**config.mk**
```make
export PLATFORM = sky130hd
export DESIGN_NAME = seq_mult_flat
export DESIGN_NICKNAME = d
export VERILOG_FILES = /design/src/rtl/seq_mult_if.sv /design/src/rtl/seq_mult.sv /design/src/flat_wrapper.sv
export SDC_FILE = /design/constraint.sdc
export NUM_CORES = 1
export LEC_CHECK = 0
export CORE_MARGIN = 8
export CORE_UTILIZATION = 50
export DETAILED_ROUTE_END_ITERATION = 10
export GPL_ROUTABILITY_DRIVEN = 0
export PLACE_DENSITY_LB_ADDON = 0.12
export SYNTH_ARGS = -nofsm -noshare
export SYNTH_HDL_FRONTEND = slang
export SYNTH_SLANG_ARGS = --single-unit
```
**constraint.sdc**
```tcl
create_clock -name i_clk -period 2.3 [get_ports i_clk]
set_input_delay 0.46 -clock i_clk [delete_from_list [all_inputs] [get_ports i_clk]]
set_output_delay 0.46 -clock i_clk [all_outputs]
set_load 0.005 [all_outputs]
```
**src/rtl/seq_mult_if.sv**
```systemverilog
// Handshake and data bundle for seq_mult.
// master: operand source, slave: the multiplier.
// With SEQ_MULT_SIGNED_EN defined the bundle also carries i_signed.
interface seq_mult_if #(
   parameter int unsigned WIDTH = 8
);
   logic                 i_valid;
   logic [WIDTH-1:0]     i_arg1;
   logic [WIDTH-1:0]     i_arg2;
`ifdef SEQ_MULT_SIGNED_EN
   logic                 i_signed;
`endif
   logic                 o_ready;
   logic                 o_busy;
   logic                 o_valid;
   logic [2*WIDTH-1:0]   o_result;

   modport master (
`ifdef SEQ_MULT_SIGNED_EN
      output i_signed,
`endif
      output i_valid, i_arg1, i_arg2,
      input  o_ready, o_busy, o_valid, o_result
   );

   modport slave (
`ifdef SEQ_MULT_SIGNED_EN
      input  i_signed,
`endif
      input  i_valid, i_arg1, i_arg2,
      output o_ready, o_busy, o_valid, o_result
   );
endinterface

```
**src/rtl/seq_mult.sv**
```systemverilog
// Iterative shift-and-add multiplier: one multiplier bit per cycle, WIDTH cycles per product.
// Optional macro SEQ_MULT_SIGNED_EN adds two's-complement operation selected by i_signed.
module seq_mult #(
   parameter int unsigned WIDTH = 8
) (
   input  logic       i_clk,
   input  logic       i_rst,
   seq_mult_if.slave  bus
);
   localparam int unsigned ResW = 2 * WIDTH;
   localparam int unsigned CntW = $clog2(WIDTH);

   localparam logic [1:0] StIdle = 2'd0;
   localparam logic [1:0] StRun  = 2'd1;
   localparam logic [1:0] StDone = 2'd2;

   logic [1:0]       state_q, state_d;
   logic [ResW-1:0]  mcand_q, mcand_d;
   logic [ResW-1:0]  acc_q, acc_d;
   logic [ResW-1:0]  result_q, result_d;
   logic [WIDTH-1:0] mplier_q, mplier_d;
   logic [CntW-1:0]  cnt_q, cnt_d;
   logic [ResW-1:0]  acc_sum;
   logic [ResW-1:0]  final_val;
   logic [WIDTH-1:0] arg1_mag, arg2_mag;
   logic             accept;
`ifdef SEQ_MULT_SIGNED_EN
   logic             sign_q, sign_d;
`endif

   assign accept = bus.i_valid && bus.o_ready;

   // Operand conditioning: magnitudes for signed mode, plain operands otherwise.
   always_comb begin
`ifdef SEQ_MULT_SIGNED_EN
      arg1_mag = (bus.i_signed && bus.i_arg1[WIDTH-1]) ? (~bus.i_arg1 + WIDTH'(1)) : bus.i_arg1;
      arg2_mag = (bus.i_signed && bus.i_arg2[WIDTH-1]) ? (~bus.i_arg2 + WIDTH'(1)) : bus.i_arg2;
`else
      arg1_mag = bus.i_arg1;
      arg2_mag = bus.i_arg2;
`endif
   end

   // Partial-product add for this cycle and the value committed on completion.
   always_comb begin
      acc_sum = acc_q + (mplier_q[0] ? mcand_q : '0);
`ifdef SEQ_MULT_SIGNED_EN
      // Negation is applied on the completion edge so latency stays WIDTH cycles.
      final_val = sign_q ? (~acc_sum + ResW'(1)) : acc_sum;
`else
      final_val = acc_sum;
`endif
   end

   // Next-state: FSM, shift/add datapath and operand load on accept.
   always_comb begin
      state_d  = state_q;
      mcand_d  = mcand_q;
      mplier_d = mplier_q;
      acc_d    = acc_q;
      cnt_d    = cnt_q;
      result_d = result_q;
`ifdef SEQ_MULT_SIGNED_EN
      sign_d   = sign_q;
`endif
      unique case (state_q)
         StIdle: state_d = StIdle;
         StRun: begin
            acc_d    = acc_sum;
            mcand_d  = mcand_q << 1;
            mplier_d = mplier_q >> 1;
            cnt_d    = cnt_q - CntW'(1);
            if (cnt_q == '0) begin
               result_d = final_val;
               state_d  = StDone;
            end
         end
         StDone:  state_d = StIdle;
         default: state_d = StIdle;
      endcase
      // Accept is only possible in IDLE/DONE, so this never disturbs a RUN in flight.
      if (accept) begin
         mcand_d  = {{WIDTH{1'b0}}, arg1_mag};
         mplier_d = arg2_mag;
         acc_d    = '0;
         cnt_d    = CntW'(WIDTH - 1);
         state_d  = StRun;
`ifdef SEQ_MULT_SIGNED_EN
         sign_d   = bus.i_signed && (bus.i_arg1[WIDTH-1] ^ bus.i_arg2[WIDTH-1]);
`endif
      end
   end

   // State registers with synchronous reset; reset discards any operation in flight.
   always_ff @(posedge i_clk) begin
      if (i_rst) begin
         state_q  <= StIdle;
         mcand_q  <= '0;
         mplier_q <= '0;
         acc_q    <= '0;
         cnt_q    <= '0;
         result_q <= '0;
`ifdef SEQ_MULT_SIGNED_EN
         sign_q   <= 1'b0;
`endif
      end else begin
         state_q  <= state_d;
         mcand_q  <= mcand_d;
         mplier_q <= mplier_d;
         acc_q    <= acc_d;
         cnt_q    <= cnt_d;
         result_q <= result_d;
`ifdef SEQ_MULT_SIGNED_EN
         sign_q   <= sign_d;
`endif
      end
   end

   assign bus.o_ready  = (state_q == StIdle) || (state_q == StDone);
   assign bus.o_busy   = (state_q == StRun);
   assign bus.o_valid  = (state_q == StDone);
   assign bus.o_result = result_q;
endmodule

```
**src/flat_wrapper.sv**
```systemverilog
// flat-port wrapper written by rule: the top's interface ports become plain ports
module seq_mult_flat 
#(
   parameter int unsigned WIDTH = 8
)
  (i_clk, i_rst, bus_i_valid, bus_i_arg1, bus_i_arg2, bus_o_ready, bus_o_busy, bus_o_valid, bus_o_result);
  seq_mult_if #(.WIDTH(WIDTH)) bus_i ();
  input  logic i_clk;
  input  logic i_rst;
  input wire logic [$bits(bus_i.i_valid)-1:0] bus_i_valid;
  input wire logic [$bits(bus_i.i_arg1)-1:0] bus_i_arg1;
  input wire logic [$bits(bus_i.i_arg2)-1:0] bus_i_arg2;
  output wire logic [$bits(bus_i.o_ready)-1:0] bus_o_ready;
  output wire logic [$bits(bus_i.o_busy)-1:0] bus_o_busy;
  output wire logic [$bits(bus_i.o_valid)-1:0] bus_o_valid;
  output wire logic [$bits(bus_i.o_result)-1:0] bus_o_result;
  assign bus_i.i_valid = bus_i_valid;
  assign bus_i.i_arg1 = bus_i_arg1;
  assign bus_i.i_arg2 = bus_i_arg2;
  assign bus_o_ready = bus_i.o_ready;
  assign bus_o_busy = bus_i.o_busy;
  assign bus_o_valid = bus_i.o_valid;
  assign bus_o_result = bus_i.o_result;
  seq_mult #(.WIDTH(WIDTH)) u_core (.i_clk(i_clk), .i_rst(i_rst), .bus(bus_i));
endmodule
```
==> impl_metrics.csv <==
group,metric,value,unit
run_status,status,"complete, but fails checks",
run_status,violations,"negative setup slack",
die,rows,29,
timing,final.min_clock_period,2.346,ns
clocking,clock-sinks,61,
worst_setup_path,required,2.58,ns
timing,layout_setup_ws,-0.04601,ns
route,wl_per_cell,15.82,µm
finish,fill_cells,520,
route,drt-initial-drc-count,146,
yosys,netlist_area,3137,µm²
pwr,powerDensity,564.2,nW/µm²
timing,setup_viol,3,
timing,relSlewSlack,61.44,%
global_route,grt_pass1_vias,3005,
route,firstDrtPassIters,4,
clocking,root_buffer,"clkbuf_8",
finish,insertedDiodeCount,0,
timing,fmax,426.3,MHz
die,num_io_pins,38,
route,wirelength,8556,µm
route,vias,3031,
worst_setup_path,crit_path_start_kind,"register",
finish,fin_util,68.02,%
yosys,synth_cell_types,44,
global_route,antenna_found_initial,0,
pwr,ir_worst_vdd,0.5673,mV
clocking,path_clk_slew,0.07,ns
clocking,ctsLongestPathBuffers,2,
timing,worst_pin_slew,0.5785,ns
flow_run,maxCapViolations,0,
global_route,grt_overflow,0,
global_route,grt_pass1_wl,14150,µm
timing,rsz0062_at_grt,"true",
die,die-width,95.21,µm
finish,multi_input_area,2017,µm²
global_route,grt_usage,20.09,%
clocking,cts_max_level,3,
finish,seqCellArea,1225,µm²
yosys,postSynthCellCount,399,
yosys,ys_warn_count,0,
clocking,cts_tree,"yes",
route,via_per_inst,5.603,
clocking,clk_latency,0.35,ns
worst_setup_path,cp.arrival,2.63,ns
route,drt_drc_violations_left,0,
yosys,synthFlopType,"dfxtp_1",
pwr,power.leakage,1.590,nW
timing,post-route-period-util,102.0,%
finish,nets,497,
timing,fin_hold_ws,0.4535,ns
global_route,grt_start_max_net_pins,38,
worst_setup_path,worst_setup_path_end_kind,"register",
worst_setup_path,worstSetupPathType,"register to register",
yosys,async_flop_share,0,%
yosys,syn-num-nets,436,
timing,hold_violations,0,
yosys,synth_seq_cells,61,
timing,finalClockSkew,0.007021,ns
worst_setup_path,cp_max_fo,8,
timing,slew_violations,0,
die,initial_core_util,50.55,%
die,dieArea,9064,µm²
yosys,synth_edf_count,0,
die,core_area,6205,µm²
placement,portBuffers,37,
hold_path,hold_path_class,"register to register",
yosys,synth_area_per_cell,7.862,µm²
route,ant_nets,0,
yosys,ys_seq_area_share,38.93,%
placement,hpwl,6055,µm
timing,final.setup.tns,-0.07020,ns
finish,area_delta_synth_final,34.54,%
clocking,cts_buffers,9,
die,dieHeight,95.21,µm
finish,final_layout_size_suffix_gt1_share,19.83,%
[synthesized netlist by cell type, drive strengths merged, types with 4 or more instances]
cell,instances,area share (%)
mux2i,5,1.6
a21oi,45,7.2
buf,5,0.76
nor3,9,1.4
xnor2,7,2.0
a311oi,9,2.5
nand3,15,2.4
dfxtp,61,39
o21ai,13,2.1
nand2,92,11
and2,16,3.2
inv,10,1.2
ha,17,6.8
nand4,4,1.0
xor2,6,1.7
o22ai,9,1.8
nor2,26,3.1
clkbuf,18,2.2
[flip-flops by register name, indices dropped and copies added, names as in the netlist]
name	cells
u_core.bus.o_result	16
u_core.mcand_q	16
u_core.mplier_q	8
u_core.acc_q	16
u_core.state_q	2
u_core.cnt_q	3
[per-stage QoR]
step / cells / area, µm² / total power [mW] / worst slack, ns
after global routing: 541 / 4220 / 2.483 / -0.1251
after detailed placement: 524 / 3806 / 1.477 / -0.07511
after CTS: 541 / 4149 / 2.384 / -0.02880
final: 541 / 4220 / 2.381 / -0.04601
after floorplan: 399 / 3177 / 1.337 / 0.0003795
after global placement: 524 / 3806 / 1.469 / 0.005155
[what timing repair did]
item	CTS	global route
hold buffers	0	0
resized for setup	26	16
setup endpoints to repair	5	17
pin swaps	9	7
buffers inserted	2	0
[logic make-up after synthesis]
| family | share of synthesized area [%] |
|---|---|
| mux | 1.596 |
| fa+ha+maj | 7.419 |
| buf+inv | 4.108 |
| flops | 38.93 |
| simple gates | 25.49 |
| xor+xnor | 3.630 |
| compound gates | 18.83 |
[cell usage in the layout (no fill, tap or decap), types with 4 or more instances in the layout]
master	Yosys	layout
dfxtp_1	61	60
inv_1	10	10
clkdlybuf4s50_1	0	37
a21oi_2	0	8
ha_4	0	8
nor2_1	26	25
a21oi_1	45	37
clkbuf_8	0	9
mux2i_1	5	5
and2_4	0	4
xor2_1	6	5
buf_4	1	32
and2_1	16	12
nand2_1	92	88
nand3_1	15	15
nor3_1	9	9
xnor2_1	7	6
a311oi_1	9	9
o22ai_1	9	9
ha_1	17	7
o21ai_0	13	12
[path summary, 6_finish.rpt]
kind,from,endpoint,slack [ns],cells past startpoint
worst max-delay path,u_core.mplier_q[0]$_SDFFE_PP0P_,u_core.acc_q[14]$_SDFFE_PP0P_,-0.05,9
worst min register to register,u_core.bus.o_result[10]$_SDFFE_PP0P_,u_core.bus.o_result[10]$_SDFFE_PP0P_,0.45,2
worst max register to register,u_core.mplier_q[0]$_SDFFE_PP0P_,u_core.acc_q[14]$_SDFFE_PP0P_,-0.05,9
worst min-delay path,u_core.bus.o_result[10]$_SDFFE_PP0P_,u_core.bus.o_result[10]$_SDFFE_PP0P_,0.45,2
[area by class of cell]
type / instances / area share [%]
repair buffers: 73 / 15.74
well taps: 77 / 2.283
inverters: 10 / 0.8894
clock inverters: 5 / 1.245
clock buffers: 10 / 3.024
multi-input cells: 305 / 47.79
flip-flops and latches: 61 / 29.02
[worst max-delay path, cell delays in order, from the launching register on]
cell	delay (ns)
dfxtp_4	0.38
buf_6	0.14
buf_6	0.11
and2_4	0.16
ha_4	0.27
nand2_2	0.06
or4_4	0.55
and3_4	0.17
or3_1	0.30
a21oi_1	0.13
[metal layers]
| layer | track usage, % | wire, µm |
|---|---|---|
| met3 | 5.906 | 268 |
| met2 | 33.60 | 4349 |
| met1 | 23.14 | 3700 |
| met5 | 0 | 0 |
| met4 | 9.233 | 238 |
[where the power goes]
group	switching, mW	internal (mW)	total, mW	leakage, nW
Combinational	0.191	0.148	0.340	1.00
Sequential	0.0312	1.10	1.13	0.497
Clock	0.421	0.488	0.909	0.0919
Total	0.643	1.74	2.38	1.59
Note: power is estimated with default switching activity, not from simulation.
